==> src/rtl/rom_dp_lookup.sv <==
// rom_dp_lookup: request/response front end for a two-port lookup ROM with a
// fixed read latency. Two independent lanes (A -> ROM port A, B -> ROM port B).
// Each lane takes valid/ready address requests carrying a tag and returns
// {data, tag} in acceptance order on a valid/ready output. The ROM cannot stall,
// so each request holds a credit for an output FIFO slot from acceptance until pop.
//
// Ports (per lane x in {a, b}):
//   clk, rst                 single clock, synchronous active-high reset
//   x_in_valid/ready         request handshake
//   x_in_addr, x_in_tag      request address and opaque tag
//   x_out_valid/ready        response handshake (FIFO head, first-word-fall-through)
//   x_out_data, x_out_tag    ROM word and the tag of the request that fetched it
//   rom_addra/b              ROM address, combinational copy of x_in_addr
//   rom_douta/b              ROM read data, valid ROM_LATENCY edges after the address

// One lane: valid/tag pipeline alongside the ROM, then an output FIFO.
module rom_dp_lane #(
    parameter int unsigned ADDR_W      = 12,
    parameter int unsigned DATA_W      = 9,
    parameter int unsigned TAG_W       = 8,
    parameter int unsigned ROM_LATENCY = 2,
    parameter int unsigned FIFO_DEPTH  = 4
) (
    input  logic              clk,
    input  logic              rst,
    input  logic              i_in_valid,
    output logic              o_in_ready,
    input  logic [ADDR_W-1:0] i_in_addr,
    input  logic [TAG_W-1:0]  i_in_tag,
    output logic              o_out_valid,
    input  logic              i_out_ready,
    output logic [DATA_W-1:0] o_out_data,
    output logic [TAG_W-1:0]  o_out_tag,
    output logic [ADDR_W-1:0] o_rom_addr,
    input  logic [DATA_W-1:0] i_rom_dout
);
    localparam int unsigned CNT_W = $clog2(FIFO_DEPTH + ROM_LATENCY + 1);
    localparam int unsigned PTR_W = (FIFO_DEPTH > 1) ? $clog2(FIFO_DEPTH) : 1;
    localparam int unsigned ENT_W = DATA_W + TAG_W;

    logic [ROM_LATENCY-1:0] r_vld;
    logic [TAG_W-1:0]       r_tag [ROM_LATENCY];
    logic [ENT_W-1:0]       r_mem [FIFO_DEPTH];
    logic [PTR_W-1:0]       r_wr_ptr;
    logic [PTR_W-1:0]       r_rd_ptr;
    logic [CNT_W-1:0]       r_count;

    logic [CNT_W-1:0]       w_inflight;
    logic                   w_ready;
    logic                   w_accept;
    logic                   w_push;
    logic                   w_pop;
    logic                   w_out_valid;
    logic [ENT_W-1:0]       w_head;

    function automatic logic [PTR_W-1:0] ptr_inc(input logic [PTR_W-1:0] p);
        return (p == PTR_W'(FIFO_DEPTH - 1)) ? '0 : p + PTR_W'(1);
    endfunction

    // Requests currently inside the ROM pipeline.
    always_comb begin
        w_inflight = '0;
        for (int unsigned i = 0; i < ROM_LATENCY; i++) begin
            w_inflight = w_inflight + CNT_W'(r_vld[i]);
        end
    end

    // Credit check: a same-cycle pop is deliberately not counted.
    assign w_ready     = !rst && ((r_count + w_inflight) < CNT_W'(FIFO_DEPTH));
    assign w_accept    = i_in_valid && w_ready;
    assign w_push      = !rst && r_vld[ROM_LATENCY-1];
    assign w_out_valid = !rst && (r_count != '0);
    assign w_pop       = w_out_valid && i_out_ready;
    assign w_head      = r_mem[r_rd_ptr];

    assign o_in_ready  = w_ready;
    assign o_out_valid = w_out_valid;
    assign o_out_data  = w_head[ENT_W-1:TAG_W];
    assign o_out_tag   = w_head[TAG_W-1:0];
    assign o_rom_addr  = i_in_addr;

    // Valid/tag pipeline tracking the ROM read latency.
    always_ff @(posedge clk) begin
        if (rst) begin
            r_vld <= '0;
            for (int unsigned i = 0; i < ROM_LATENCY; i++) begin
                r_tag[i] <= '0;
            end
        end else begin
            r_vld[0] <= w_accept;
            r_tag[0] <= i_in_tag;
            for (int unsigned i = 1; i < ROM_LATENCY; i++) begin
                r_vld[i] <= r_vld[i-1];
                r_tag[i] <= r_tag[i-1];
            end
        end
    end

    // FIFO storage, no reset needed: entries are only read when counted.
    always_ff @(posedge clk) begin
        if (w_push) begin
            r_mem[r_wr_ptr] <= {i_rom_dout, r_tag[ROM_LATENCY-1]};
        end
    end

    // FIFO pointers and occupancy.
    always_ff @(posedge clk) begin
        if (rst) begin
            r_wr_ptr <= '0;
            r_rd_ptr <= '0;
            r_count  <= '0;
        end else begin
            if (w_push) begin
                r_wr_ptr <= ptr_inc(r_wr_ptr);
            end
            if (w_pop) begin
                r_rd_ptr <= ptr_inc(r_rd_ptr);
            end
            case ({w_push, w_pop})
                2'b10:   r_count <= r_count + CNT_W'(1);
                2'b01:   r_count <= r_count - CNT_W'(1);
                default: r_count <= r_count;
            endcase
        end
    end

    // Credits reserve a slot for every in-flight request, so a push never meets a full FIFO.
    always_ff @(posedge clk) begin
        if (!rst) begin
            assert (!(w_push && !w_pop && (r_count == CNT_W'(FIFO_DEPTH))));
        end
    end
endmodule

// Top: two independent lanes, each bound to one ROM port.
module rom_dp_lookup #(
    parameter int unsigned ADDR_W      = 12,
    parameter int unsigned DATA_W      = 9,
    parameter int unsigned TAG_W       = 8,
    parameter int unsigned ROM_LATENCY = 2,
    parameter int unsigned FIFO_DEPTH  = 4
) (
    input  logic              clk,
    input  logic              rst,
    input  logic              a_in_valid,
    output logic              a_in_ready,
    input  logic [ADDR_W-1:0] a_in_addr,
    input  logic [TAG_W-1:0]  a_in_tag,
    output logic              a_out_valid,
    input  logic              a_out_ready,
    output logic [DATA_W-1:0] a_out_data,
    output logic [TAG_W-1:0]  a_out_tag,
    input  logic              b_in_valid,
    output logic              b_in_ready,
    input  logic [ADDR_W-1:0] b_in_addr,
    input  logic [TAG_W-1:0]  b_in_tag,
    output logic              b_out_valid,
    input  logic              b_out_ready,
    output logic [DATA_W-1:0] b_out_data,
    output logic [TAG_W-1:0]  b_out_tag,
    output logic [ADDR_W-1:0] rom_addra,
    output logic [ADDR_W-1:0] rom_addrb,
    input  logic [DATA_W-1:0] rom_douta,
    input  logic [DATA_W-1:0] rom_doutb
);
    rom_dp_lane #(
        .ADDR_W(ADDR_W), .DATA_W(DATA_W), .TAG_W(TAG_W),
        .ROM_LATENCY(ROM_LATENCY), .FIFO_DEPTH(FIFO_DEPTH)
    ) u_lane_a (
        .clk        (clk),
        .rst        (rst),
        .i_in_valid (a_in_valid),
        .o_in_ready (a_in_ready),
        .i_in_addr  (a_in_addr),
        .i_in_tag   (a_in_tag),
        .o_out_valid(a_out_valid),
        .i_out_ready(a_out_ready),
        .o_out_data (a_out_data),
        .o_out_tag  (a_out_tag),
        .o_rom_addr (rom_addra),
        .i_rom_dout (rom_douta)
    );

    rom_dp_lane #(
        .ADDR_W(ADDR_W), .DATA_W(DATA_W), .TAG_W(TAG_W),
        .ROM_LATENCY(ROM_LATENCY), .FIFO_DEPTH(FIFO_DEPTH)
    ) u_lane_b (
        .clk        (clk),
        .rst        (rst),
        .i_in_valid (b_in_valid),
        .o_in_ready (b_in_ready),
        .i_in_addr  (b_in_addr),
        .i_in_tag   (b_in_tag),
        .o_out_valid(b_out_valid),
        .i_out_ready(b_out_ready),
        .o_out_data (b_out_data),
        .o_out_tag  (b_out_tag),
        .o_rom_addr (rom_addrb),
        .i_rom_dout (rom_doutb)
    );
endmodule

==> config.mk <==
export PLATFORM = sky130hd
export DESIGN_NAME = rom_dp_lookup
export DESIGN_NICKNAME = d
export VERILOG_FILES = /design/src/rtl/rom_dp_lookup.sv
export SDC_FILE = /design/constraint.sdc
export NUM_CORES = 1
export LEC_CHECK = 0
export BUFFER_PORTS_ARGS = -buffer_cell sky130_fd_sc_hd__buf_2
export CAP_MARGIN = 5
export CORE_MARGIN = 5
export CORE_UTILIZATION = 40
export CTS_BUF_LIST = sky130_fd_sc_hd__clkbuf_8
export DETAILED_ROUTE_END_ITERATION = 16
export GPL_TIMING_DRIVEN = 0
export PLACE_DENSITY = 0.68
export SETUP_SLACK_MARGIN = 0.1
export SLEW_MARGIN = 20
export SYNTH_ARGS = -nofsm -noshare
export SYNTH_HDL_FRONTEND = slang
export SYNTH_SLANG_ARGS = --single-unit
==> constraint.sdc <==
create_clock -name clk -period 2.6 [get_ports clk]
set_input_delay 0.39 -clock clk [delete_from_list [all_inputs] [get_ports clk]]
set_output_delay 0.39 -clock clk [all_outputs]
set_load 0.02 [all_outputs]
## Word-level counts from Yosys, hierarchy flattened

Memories as Yosys holds them, arrays and structs flattened. A register that Yosys moved wholly into a read port is not among the register bits.
Cells that the tools add are included.
W data, S select, Z words.

- Add/sub/neg operators: 12
- $lt $le $gt $ge: 2
- Equal/unequal tests: 8
- Muxes and demuxes: 21
- Bitwise gates (word level): 4
- Reductions and logical operators: 15

Operators with widths:

| cell | count |
|---|---|
| $mux W8 | 4 |
| $mux W2 | 8 |
| $eq A2 B2 Y1 const B | 6 |
| $pmux W3 S2 | 2 |
| $logic_and A1 B1 Y1 | 10 |
| $add A2 B1 Y2 const B | 4 |
| $mux W1 | 7 |
| $add A3 B1 Y3 const B | 2 |
| $add A3 B3 Y3 | 2 |
| $lt A3 B3 Y1 const B | 2 |
| $reduce_bool A3 Y1 | 2 |
| $sub A3 B1 Y3 const B | 2 |
| $add A1 B1 Y2 | 2 |
| $eq A2 B1 Y1 const B | 2 |
| $or A1 B1 Y1 | 4 |
| $reduce_bool A2 Y1 | 2 |
| $logic_not A1 Y1 | 1 |

- Register bits: 18
- RAM bits: 168
- Memories kept: 4

Memory list:

| name | words | width | rd ports | clocked after Yosys merged registers in | write ports | line | text |
|---|---|---|---|---|---|---|---|
| u_lane_a.r_mem | 4 | 17 | 1 | 1 | 1 | 43 | `logic [ENT_W-1:0] r_mem [FIFO_DEPTH];` |
| u_lane_b.r_mem | 4 | 17 | 1 | 1 | 1 | 43 |  |
| u_lane_a.r_tag | 2 | 8 | 2 | 0 | 2 | 42 | `logic [TAG_W-1:0] r_tag [ROM_LATENCY];` |
| u_lane_b.r_tag | 2 | 8 | 2 | 0 | 2 | 42 |  |

## Logic depth before layout (Yosys ltp)

Gate-level depths: netlist (run 1).

- Depth after elaboration: 5
- Mapped depth: 9
- Mapped depth without buffers: 9

## Modules after synthesis

Synthesis (run 1) repeated with hierarchy kept, for this count alone.

- Cells, all modules: 388
- Area, all modules: 7,159.4 sq um

By module, submodules not included:

| module | times used | cells an instance | area each (sq um) |
|---|---|---|---|
| rom_dp_lane | 2 | 194 | 3,579.7 |

## Worst setup path before layout (run 1)

OpenSTA, ideal clock, no wires.

- Kind: register -> register
- From: reg u_lane_a.r_count[0]
- To: reg u_lane_a.r_count[2]
- Library setup time: 0.070 ns
- Arrival: 1.846 ns
- Data required time: 2.530 ns
- Path slack: 0.684 ns
- Stages on the path, launching flop included: 9
- Buffers on the path: 0
- Cells stage by stage: dfxtp_1 nor3_1 nor3b_2 ha_1 inv_1 fa_1 xor2_1 or3_1 a21oi_1

- Cells in the longest elaborated chain, start to end: 5

RTL lines:

| element | line | text |
|---|---|---|
| from (decl) | 46 | `logic [CNT_W-1:0] r_count;` |
| from (signal assigned) | 120 | `2'b10: r_count <= r_count + CNT_W'(1);` |
| from (signal assigned) | 121 | `2'b01: r_count <= r_count - CNT_W'(1);` |
| from (signal assigned) | 122 | `default: r_count <= r_count;` |
| $reduce_bool A3 Y1 | 72 | `assign w_out_valid = !rst && (r_count != '0);` |
| $logic_and A1 B1 Y1 | 72 |  |
| $logic_and A1 B1 Y1 | 73 | `assign w_pop = w_out_valid && i_out_ready;` |
| $eq A2 B1 Y1 or $eq A2 B2 Y1 (tied branches) | 119 | `case ({w_push, w_pop})` |
| $pmux W3 S2 or $reduce_bool A2 Y1 (tied branches) | - |  |

Several ways; a longest one is shown, not always the timed one.
A chain may end at the register's enable or synchronous reset.

## Worst setup path after layout (run 1)

- From: reg u_lane_a.r_vld[1]
- To: out a_in_ready

- Cells in the longest elaborated chain, start to end: 4

RTL lines:

| element | line | text |
|---|---|---|
| from (decl) | 41 | `logic [ROM_LATENCY-1:0] r_vld;` |
| from (signal, indexed assignment) | 93 | `r_vld[i] <= r_vld[i-1];` |
| $add A1 B1 Y2 | 64 | `w_inflight = w_inflight + CNT_W'(r_vld[i]);` |
| $add A3 B3 Y3 | 69 | `assign w_ready = !rst && ((r_count + w_inflight) < CNT_W'(FIFO_DEPTH));` |
| $lt A3 B3 Y1 | 69 |  |
| $logic_and A1 B1 Y1 | 69 |  |
| to (decl) | 146 | `output logic a_in_ready,` |

No other way between the ends.

==> reports/qor.csv, run 1 <==
stage;metric;value;unit
run_status;status;complete, no violations;
synth;Syn Std Cell Area;7180;sq um
power;worst vdd ir;0.446;mV
grt;first-pass GRT wire length;19700;um
placement;hpwl dp;8340;um
clock_network;Hold-fix buffers, CTS;0;
synth;register area share after synthesis;71.9;%
worst_setup_path;element type at the critical path end;output pin;
grt;initial antenna violation count;0;
grt;vias in the first global route;3840;
clock_network;clock latency at the later pin of the worst-skew pair;0.46;ns
timing;fmax;439;MHz
layout;FF+latch area;5160;sq um
worst_setup_path;data required time of the worst path;2.21;ns
floorplan;Top-Level Pins;126;
run;Max Cap Viol;0;
timing;crit path time final;2.28;ns
timing;Final setup viols;0;
placement;Placement Cell Area;7970;sq um
clock_network;CTS clk-pin slew, worst paths;0.10;ns
worst_setup_path;critical path, cell by cell;ha_1, ha_1, a31oi_1, xnor2_1, nor2_1, buf_2;
power;internal cell power;0.00440;W
synth;Post-synth ARST share;0;%
clock_network;root buffer cell;clkbuf_8;
hold_path;worst hold start;rom_doutb[7];
timing;WHS;0.136;ns
clock_network;number of clock sinks;190;
clock_network;CTS max path bufs;2;
floorplan;die area;20700;sq um
clock_network;post-CTS setup buffer count;0;
power;Leak;3.07;nW
timing;Worst Max-Slew Pin Slew;0.961;ns
worst_setup_path;WS Path Type;flip-flop to output pin;
floorplan;initial core utilization;40.3;%
floorplan;Die Height;144;um
timing;final clock skew;0.0142;ns
timing;unrepaired setup endpoints after global routing;false;
detailed_routing;initial detailed-routing violation count;169;
synth;Synth Register Bits;190;
placement;gpl congestion;0.726;
detailed_routing;Avg WL per Cell;16.7;um
detailed_routing;via count;3518;
floorplan;Row Count;49;
worst_setup_path;crit start category;flip-flop;
timing;Final Worst Setup Slack;0.323;ns
synth;Post-synth EDFFs;136;
timing;final setup TNS;0;ns
worst_setup_path;delay-heaviest family, CP;adder cells;
placement;Port Buf Inserts;101;
worst_setup_path;crit path DAT;1.89;ns
clock_network;CTS tree;built;
synth;Syn Area/Cell;18.5;sq um
layout;fin nets;591;
grt;gr ovfl total;0;
worst_setup_path;Most common cell on crit path;ha_1;
floorplan;core area;17800;sq um
detailed_routing;DRC viols;0;
power;Combinational Power Share;5.9;%
layout;antenna diode count;0;
worst_setup_path;Worst path max stage delay;0.37;ns
grt;largest net degree at the start of global routing;18;
synth;Area contributors post-synth;edfxtp_1 (57%), dfxtp_1 (15%), mux4_2 (6.3%);
synth;Ys Warns;0;
clock_network;post-cts sizing count;0;
layout;fraction of layout cells with a size suffix above 1;37.2;%
timing;max_slew headroom;35.9;%
detailed_routing;final wirelength;12600;um
worst_setup_path;Crit-path slowest cell;dfxtp_1;
synth;Syn Nets;471;
worst_setup_path;RR Startpoint;u_lane_a.r_count[0];
layout;layout overhead on the synthesized area;16.8;%
detailed_routing;Initial DRT Pass Iterations;4;
worst_setup_path;CP Launch Point;u_lane_a.r_vld[1];
placement;Post-Place Worst Slack;0.287;ns
synth;most common flop cell mapped by yosys;edfxtp_1;
power;total power;0.00566;W
synth;Synth area leader;edfxtp_1;
clock_network;H-Tree Level Count;4;
detailed_routing;DRT antenna net count;0;
synth;top-area cell type share of the netlist area;56.9;%
grt;GRT Total Usage;12.7;%
synth;Mapped Cells;389;
clock_network;CTS buffer count;17;
power;PwrDens;674;nW/um^2
worst_setup_path;crit path max fanout;4;
worst_setup_path;CP bufs+invs;1;
layout;# fillers;1535;
synth;Synth cell types;27;
floorplan;Chip Width;144;um
hold_path;worst hold path type;input port to flip-flop;
timing;final max-slew violation count;0;
power;Sw Ratio;22.2;%
timing;Final Hold Viols;0;
timing;Final period util;87.6;%
layout;design area;8390;sq um
power;Flop pwr share;58.4;%
layout;Multi-input gate area;1680;sq um
power;Clock power frac;35.7;%
detailed_routing;Via density;4.68;
power;NetSw;0.00125;W
## cell usage in the layout (no fill, tap or decap), types with 8 or more instances in the layout
cell and n:
dfxtp_1 54, mux4_1 14, ha_1 16, and2_1 8
mux4_2 20, clkbuf_8 17, buf_4 25, inv_1 13
buf_2 107, nor2b_1 30, nor2_1 18, edfxtp_1 136
and2b_1 9
## flip-flops by register name, summed over array words and instances, names as in the netlist, named ones only
signal / cells
u_lane_a.r_vld: 2
u_lane_b.r_mem: 68
u_lane_a.r_wr_ptr: 2
u_lane_b.r_wr_ptr: 2
u_lane_b.r_rd_ptr: 2
u_lane_b.r_tag: 16
u_lane_b.r_count: 3
u_lane_a.r_tag: 16
u_lane_a.r_rd_ptr: 2
u_lane_a.r_count: 3
u_lane_b.r_vld: 2
u_lane_a.r_mem: 68
## cell families after synthesis
group           count (synthesis)  synth area share, %
flops                         190                 71.9
simple gates                   74                 6.17
buf+inv                        51                 4.74
mux                            41                 12.4
fa+ha+maj                      18                 3.34
compound gates                  9                0.662
xor+xnor                        6                0.732
## cells in the mapped netlist, types with 3 or more instances
cell type,n
edfxtp_1,136
dfxtp_1,54
mux4_1,14
and2b_1,9
mux2i_1,3
clkbuf_1,3
buf_4,25
nor2_1,18
inv_1,13
xor2_1,4
nor2b_1,30
mux4_2,20
buf_2,6
a21oi_1,5
ha_1,16
nor3b_1,3
mux2_2,4
and2_1,8
## layout make-up
cell class | count | area share [%]
flip-flops and latches | 190 | 61.6
multi-input cells | 148 | 20.0
repair buffers | 101 | 6.02
plain buffers | 38 | 3.47
well taps | 229 | 3.41
clock buffers | 17 | 2.79
clock inverters | 15 | 2.18
inverters | 13 | 0.582
## per-layer routing
metal / vias up / wire length, um / GRT usage, %
met5: - / 0 / 0
met4: 0 / 198 / 5.30
met2: 114 / 6280 / 20.9
li1: 1669 / - / -
met3: 17 / 630 / 2.98
met1: 1718 / 5460 / 16.1
## metrics by stage
stage | utilization (%) | std cells
after floorplan | - | 389
after global placement | 44.7 | 719
after detailed placement | 44.7 | 719
after CTS | 47.0 | 751
after global routing | 47.0 | 751
final | 47.0 | 751
## power by group through the flow
| stage | clock network, W | logic [W] | registers [W] |
|---|---|---|---|
| final | 0.00202 | 0.000332 | 0.00330 |
| after detailed placement | 0 | 0.000339 | 0.00337 |
| after floorplan | 0 | 0.000222 | 0.00337 |
| after CTS | 0.00207 | 0.000340 | 0.00330 |
| after global routing | 0.00220 | 0.000364 | 0.00331 |
| after global placement | 0 | 0.000330 | 0.00337 |
## final timing paths
path                                              end  slack (ns)  depth (start not counted)
worst min-delay path            u_lane_b.r_mem[3][15]        0.14                          1
worst min register to register  u_lane_a.r_tag[0][13]        0.44                          1
worst max register to register    u_lane_a.r_count[2]        0.35                          8
worst max-delay path                       a_in_ready        0.32                          6
Note: power is estimated with default switching activity, not from simulation.
==> run 2, diff against run 1 <==
--- a/config.mk
+++ b/config.mk
@@ -17,4 +17,5 @@
 export SLEW_MARGIN = 20
 export SYNTH_ARGS = -nofsm -noshare
 export SYNTH_HDL_FRONTEND = slang
+export SYNTH_HIERARCHICAL = 1
 export SYNTH_SLANG_ARGS = --single-unit
==> run 2 against run 1 <==
  * Utilization about the same
  * Global-route usage decreased by 0.63 points
  * Largest power group unchanged
  * Clock power down 4%
  * Synthesized area is 0.31% lower
  * Cell count down 0.13%
  * Critical path depth is 2 lower
  * Routed wire length fell by 6.4%
  * Highest routed layer is now met5
  * Largest cell class unchanged
  * Worst setup slack better by 0.086 ns
==> reports/qor.csv, run 2 <==
stage;metric;value;unit;change
run_status;status;complete, no violations;;unchanged
layout;most common cell after layout, fill and taps aside;edfxtp_1;;unchanged
layout;antenna diode count;0;;unchanged
synth;Area contributors post-synth;edfxtp_1 (57%), dfxtp_1 (15%), mux4_2 (6.3%);;unchanged
floorplan;die area;20700;sq um;about the same
layout;fin nets;588;;was 591
hold_path;worst hold path type;input port to flip-flop;;unchanged
timing;final max-slew violation count;0;;unchanged
detailed_routing;DRC viols;0;;unchanged
grt;first-pass GRT wire length;19000;um;was 19700 um
timing;final clock skew;0.0112;ns;was 0.0142 ns
clock_network;root buffer cell;clkbuf_8;;unchanged
power;worst vdd ir;0.306;mV;was 0.446 mV
clock_network;CTS clk-pin slew, worst paths;0.09;ns;was 0.10 ns
clock_network;post-CTS setup buffer count;0;;unchanged
synth;Syn Nets;468;;was 471
layout;leading cell types in the layout, fill and taps excluded;edfxtp_1 (136), buf_2 (105), dfxtp_1 (54), nor2b_1 (40), buf_4 (24);;was edfxtp_1 (136), buf_2 (107), dfxtp_1 (54), nor2b_1 (30), buf_4 (25)
clock_network;CTS max path bufs;2;;unchanged
timing;fmax;456;MHz;was 439 MHz
clock_network;CTS tree;built;;unchanged
floorplan;core area;17800;sq um;about the same
worst_setup_path;element type at the critical path end;output pin;;unchanged
grt;largest net degree at the start of global routing;18;;unchanged
detailed_routing;via count;3508;;was 3518
timing;Worst Max-Slew Pin Slew;0.948;ns;was 0.961 ns
detailed_routing;final wirelength;11800;um;was 12600 um
timing;max_slew headroom;36.8;%;was 35.9%
timing;WHS;0.156;ns;was 0.136 ns
worst_setup_path;crit path DAT;1.80;ns;was 1.89 ns
detailed_routing;initial detailed-routing violation count;227;;was 169
synth;most common flop cell mapped by yosys;edfxtp_1;;unchanged
placement;gpl congestion;0.686;;was 0.726
synth;Post-synth EDFFs;136;;unchanged
synth;most frequent cell after synthesis;edfxtp_1;;unchanged
timing;Final setup viols;0;;unchanged
worst_setup_path;data required time of the worst path;2.21;ns;about the same
floorplan;Chip Width;144;um;about the same
grt;gr ovfl total;0;;unchanged
layout;fraction of layout cells with a size suffix above 1;37.4;%;was 37.2%
power;total power;0.00556;W;was 0.00566 W
synth;Synth Register Bits;190;;unchanged
clock_network;post-cts sizing count;0;;unchanged
timing;unrepaired setup endpoints after global routing;false;;unchanged
worst_setup_path;critical path, cell by cell;buf_2, buf_2, mux4_2, buf_2;;was ha_1, ha_1, a31oi_1, xnor2_1, nor2_1, buf_2
grt;GRT Total Usage;12.0;%;was 12.7%
synth;Syn Std Cell Area;7160;sq um;was 7180 sq um
clock_network;CTS buffer count;17;;unchanged
worst_setup_path;crit start category;flip-flop;;unchanged
detailed_routing;Via density;4.68;;about the same
timing;Final period util;84.3;%;was 87.6%
synth;Synth area leader;edfxtp_1;;unchanged
synth;Syn Area/Cell;18.5;sq um;about the same
timing;crit path time final;2.19;ns;was 2.28 ns
grt;vias in the first global route;3821;;was 3840
detailed_routing;DRT antenna net count;0;;unchanged
layout;# fillers;1518;;was 1535
placement;placed cells;718;;was 719
grt;initial antenna violation count;1;;was 0
worst_setup_path;Worst path max stage delay;0.36;ns;was 0.37 ns
floorplan;Row Count;49;;unchanged
floorplan;Die Height;144;um;about the same
synth;top-area cell type share of the netlist area;57.0;%;was 56.9%
power;PwrDens;664;nW/um^2;was 674 nW/um^2
placement;Port Buf Inserts;101;;unchanged
worst_setup_path;WS Path Type;flip-flop to output pin;;unchanged
clock_network;H-Tree Level Count;4;;unchanged
synth;Synth cell types;27;;unchanged
synth;Mapped Cells;388;;was 389
layout;biggest regs;u_lane_a/r_mem (68), u_lane_b/r_mem (68);;was u_lane_a.r_mem (68), u_lane_b.r_mem (68)
synth;Post-synth ARST share;0;%;unchanged
clock_network;number of clock sinks;190;;unchanged
power;Leak;3.01;nW;was 3.07 nW
worst_setup_path;crit path max fanout;10;;was 4
synth;Ys Warns;6;;was 0
worst_setup_path;Crit-path slowest cell;mux4_2;;was dfxtp_1
worst_setup_path;Most common cell on crit path;buf_2;;was ha_1
clock_network;clock latency at the later pin of the worst-skew pair;0.44;ns;was 0.46 ns
timing;Final Hold Viols;0;;unchanged
placement;hpwl dp;8190;um;was 8340 um
floorplan;initial core utilization;40.3;%;about the same
floorplan;Top-Level Pins;126;;unchanged
layout;layout overhead on the synthesized area;16.8;%;about the same
layout;Core Util, Final;47.0;%;about the same
timing;final setup TNS;0;ns;unchanged
synth;most frequent cells after synthesis;edfxtp_1 (136), dfxtp_1 (54), nor2b_1 (40), buf_4 (24), mux4_2 (20);;was edfxtp_1 (136), dfxtp_1 (54), nor2b_1 (30), buf_4 (25), mux4_2 (20)
run;Max Cap Viol;0;;unchanged
detailed_routing;Initial DRT Pass Iterations;4;;unchanged
clock_network;Hold-fix buffers, CTS;0;;unchanged
synth;register area share after synthesis;72.1;%;was 71.9%
detailed_routing;Avg WL per Cell;15.7;um;was 16.7 um
layout;non-filler cells, final;750;;was 751
run 2: changes by cell type in the layout (fill, tap and decap cells not counted), moves of 3 or more:
cell | before | now
nor2b_1 | 30 | 40
clkinv_4 | 0 | 3
and2b_1 | 9 | 0
inv_6 | 5 | 2
run 2: cell type report:
class                   count  area [sq um]  area share, %
inverters                  12          45.0          0.539
clock buffers              19           262           3.13
multi-input cells         148          1660           19.9
plain buffers              38           288           3.44
repair buffers            101           505           6.04
clock inverters            13           151           1.81
well taps                 229           287           3.43
flip-flops and latches    190          5160           61.8
run 2: metrics by stage:
stage	instance area [sq um]	setup slack, ns
floorplan	7160	0.673
global placement	7950	0.340
detailed placement	7950	0.276
CTS	8360	0.339
global route	8360	0.270
finish	8360	0.408
run 2: cells by family after synthesis:
group | share of synthesized area, %
DFF | 72.1
and+or+nand+nor | 6.40
buffers and inverters | 4.65
muxes | 12.6
adders and majority gates | 3.01
AOI/OAI and AO/OA | 0.699
xor gates and xnor gates | 0.489
run 2: power by group:
| group | leakage (nW) | switching, W | internal (W) |
|---|---|---|---|
| registers | 1.68 | 0.0000239 | 0.00328 |
| logic | 1.12 | 0.000169 | 0.000151 |
| clock network | 0.211 | 0.00100 | 0.000929 |
run 2: metal layers:
metal,vias up,part of all wire (%),global-route usage (%)
met4,2,1.4,4.81
met1,1716,42,14.8
met5,-,0.059,0
li1,1668,-,-
met3,15,5.0,3.06
met2,107,52,20.4
run 2: worst paths after layout:
kind,startpoint,end,slack [ns],depth (start not counted)
max,flip-flop,a_out_data[5],0.41,4
min,a_in_tag[3],u_lane_a/r_tag[0][3],0.16,2
max reg2reg,u_lane_a/r_count[0],u_lane_a/r_count[2],0.44,8
min reg2reg,u_lane_a/r_tag[0][1],u_lane_a/r_tag[0][9],0.44,1
run 2: worst max-delay path, delay by kind of cell, from the launching register on:
family | cells | cell delay, ns
buffers and inverters | 3 | 0.70
DFF | 1 | 0.31
muxes | 1 | 0.36
==> run 3, diff against run 2 <==
==> constraint.sdc (replaced) <==
create_clock -name clk -period 2.1 [get_ports clk]
set_input_delay 0.315 -clock clk [delete_from_list [all_inputs] [get_ports clk]]
set_output_delay 0.315 -clock clk [all_outputs]
set_load 0.02 [all_outputs]
==> run 3 against run 2 <==
  * Clock skew hardly changed
  * Register-to-register slack got worse by 0.34 ns
  * Utilization increased by 2.9 points
  * Clock-buffer cell count did not move
  * Cell area increased by 6.1%
  * Non-clock buffer count is 16 higher
  * Routed wire length is 4.8% higher
  * Critical path depth is the same
  * Flip-flop and latch count unchanged
==> reports/qor.csv, run 3 (synthesized netlist as in run 2, its figures left out) <==
stage;metric;value;unit;change
run;Max Cap Viol;0;;unchanged
grt;GRT Total Usage;12.4;%;was 12.0%
worst_setup_path;WS Path Type;flip-flop to output pin;;unchanged
detailed_routing;final wirelength;12300;um;was 11800 um
layout;antenna diode count;0;;unchanged
timing;Final Hold Viols;0;;unchanged
clock_network;clock latency at the later pin of the worst-skew pair;0.44;ns;about the same
layout;most common cell after layout, fill and taps aside;edfxtp_1;;unchanged
timing;Final Worst Setup Slack;0.0561;ns;was 0.408 ns
floorplan;core area;17800;sq um;unchanged
hold_path;worst hold path type;input port to flip-flop;;unchanged
layout;leading cell types in the layout, fill and taps excluded;edfxtp_1 (136), buf_2 (67), dfxtp_1 (45), nor2b_1 (39), buf_6 (38);;was edfxtp_1 (136), buf_2 (105), dfxtp_1 (54), nor2b_1 (40), buf_4 (24)
grt;vias in the first global route;3928;;was 3821
power;worst vdd ir;0.381;mV;was 0.306 mV
clock_network;CTS tree;built;;unchanged
layout;fraction of layout cells with a size suffix above 1;47.1;%;was 37.4%
floorplan;die area;20700;sq um;unchanged
placement;Port Buf Inserts;101;;unchanged
timing;final setup TNS;0;ns;unchanged
worst_setup_path;data required time of the worst path;1.78;ns;was 2.21 ns
timing;max_slew headroom;39.3;%;was 36.8%
grt;GR peak layer;met2;;unchanged
placement;Post-Place Worst Slack;-0.149;ns;was 0.276 ns
worst_setup_path;reg2reg path depth;8;;unchanged
hold_path;worst hold start;a_in_tag[3];;unchanged
timing;Worst Max-Slew Pin Slew;0.911;ns;was 0.948 ns
clock_network;H-Tree Level Count;4;;unchanged
layout;# fillers;1494;;was 1518
timing;final clock skew;0.0108;ns;was 0.0112 ns
layout;biggest regs;u_lane_a/r_mem (68), u_lane_b/r_mem (68);;unchanged
worst_setup_path;critical path, cell by cell;buf_8, buf_12, mux4_2, buf_6;;was buf_2, buf_2, mux4_2, buf_2
power;Leak;3.18;nW;was 3.01 nW
layout;fin nets;604;;was 588
grt;met1 Usage GRT;15.4;%;was 14.8%
power;Sw Ratio;21.7;%;was 21.5%
run_status;status;complete, no violations;;unchanged
floorplan;initial core utilization;40.3;%;unchanged
clock_network;root buffer cell;clkbuf_8;;unchanged
layout;layout overhead on the synthesized area;24.0;%;was 16.8%
power;NetSw;0.00152;W;was 0.00120 W
timing;unrepaired setup endpoints after global routing;true;;was false
worst_setup_path;crit start category;flip-flop;;unchanged
power;internal cell power;0.00547;W;was 0.00436 W
worst_setup_path;RR Startpoint;u_lane_a/r_count[0];;unchanged
detailed_routing;Avg WL per Cell;16.1;um;was 15.7 um
detailed_routing;Via density;4.66;;was 4.68
detailed_routing;DRT antenna net count;0;;unchanged
worst_setup_path;Worst path max stage delay;0.53;ns;was 0.36 ns
floorplan;Chip Width;144;um;unchanged
floorplan;Top-Level Pins;126;;unchanged
floorplan;Die Height;144;um;unchanged
power;Clock power frac;34.4;%;was 34.8%
detailed_routing;DRC viols;0;;unchanged
clock_network;Hold-fix buffers, CTS;0;;unchanged
clock_network;CTS clk-pin slew, worst paths;0.09;ns;about the same
grt;gr ovfl total;0;;unchanged
timing;final max-slew violation count;0;;unchanged
layout;Core Util, Final;49.9;%;was 47.0%
grt;first-pass GRT wire length;19700;um;was 19000 um
worst_setup_path;crit path DAT;1.73;ns;was 1.80 ns
worst_setup_path;R2R Path End;u_lane_a/r_count[2];;unchanged
power;PwrDens;787;nW/um^2;was 664 nW/um^2
clock_network;number of clock sinks;190;;unchanged
placement;hpwl dp;8190;um;unchanged
power;total power;0.00699;W;was 0.00556 W
worst_setup_path;worst setup path end;b_out_tag[1];;was a_out_data[5]
detailed_routing;initial detailed-routing violation count;195;;was 227
worst_setup_path;Crit-path slowest cell;mux4_2;;unchanged
hold_path;Hold Path Stages;2;;unchanged
timing;fmax;489;MHz;
grt;met2 GRT Util;21.3;%;was 20.4%
grt;M3 GR Usage;3.00;%;was 3.06%
clock_network;CTS max path bufs;2;;unchanged
timing;crit path time final;2.04;ns;
detailed_routing;Initial DRT Pass Iterations;4;;unchanged
worst_setup_path;element type at the critical path end;output pin;;unchanged
power;Combinational Power Share;7.1;%;was 5.8%
worst_setup_path;worst reg-to-reg setup slack;0.10;ns;was 0.44 ns
timing;WHS;0.0795;ns;was 0.156 ns
detailed_routing;via count;3573;;was 3508
timing;Final setup viols;0;;unchanged
clock_network;CTS buffer count;17;;unchanged
placement;gpl congestion;0.686;;unchanged
grt;largest net degree at the start of global routing;18;;unchanged
grt;initial antenna violation count;1;;unchanged
worst_setup_path;crit path max fanout;5;;was 10
power;Flop pwr share;58.5;%;was 59.5%
timing;Final period util;97.3;%;
floorplan;Row Count;49;;unchanged
run 3: changes by cell type in the layout (fill, tap and decap cells not counted), moves of 4 or more:
cell     delta
dfxtp_2     +5
mux4_1     -14
dfxtp_1     -9
buf_4      +11
dfxtp_4     +4
mux4_2     +14
buf_6      +36
buf_2      -38
ha_1        -4
run 3: final cells by class:
cell class                 instances  area (sq um)  share of cell area [%]
inverter                          12          45.0                   0.507
sequential                       190          5190                    58.4
clock buffer                      19           262                    2.95
timing repair buffer             117           927                    10.4
buffer                            38           309                    3.48
multi-input combinational        148          1710                    19.3
tap                              229           287                    3.23
clock inverter                    13           151                    1.71
run 3: worst min path at each step:
stage | slack (ns) | end
finish | 0.08 | u_lane_a/r_tag[0][3]
global route | 0.04 | u_lane_b/r_mem[0][13]
CTS | 0.05 | u_lane_a/r_tag[0][5]
detailed placement | 0.42 | u_lane_a/r_tag[0][8]
global placement | 0.42 | u_lane_a/r_tag[0][11]
floorplan | 0.41 | u_lane_a/r_tag[0][10]
run 3: timing repair:
action,CTS,global route
buffers inserted,12,2
gates resized for setup,106,27
pin swaps,7,9
setup endpoints to repair,39,69
cloned,2,0
run 3: power groups by stage:
stage / Sequential (W) / Combinational, W / Clock (W)
2_1_floorplan: 0.00417 / 0.000265 / 0
3_3_place_gp: 0.00417 / 0.000393 / 0
3_5_place_dp: 0.00418 / 0.000404 / 0
4_1_cts: 0.00409 / 0.000489 / 0.00247
5_1_grt: 0.00410 / 0.000538 / 0.00264
6_report: 0.00409 / 0.000495 / 0.00240
run 3: metrics by stage:
stage / area (sq um) / instances
after floorplan: 7160 / 388
final: 8880 / 766
after global placement: 7950 / 718
after CTS: 8770 / 764
after global routing: 8880 / 766
after detailed placement: 7950 / 718
run 3: critical path, delay by kind of cell, from the launching register on:
kind / cells / cell delay [ns]
buffers and inverters: 3 / 0.42
DFF: 1 / 0.34
muxes: 1 / 0.53
run 3: per-layer routing:
metal  wire [um]  share of wire, %
met5           7             0.057
met3         565               4.6
met1        5100                41
met2        6520                53
met4         137               1.1
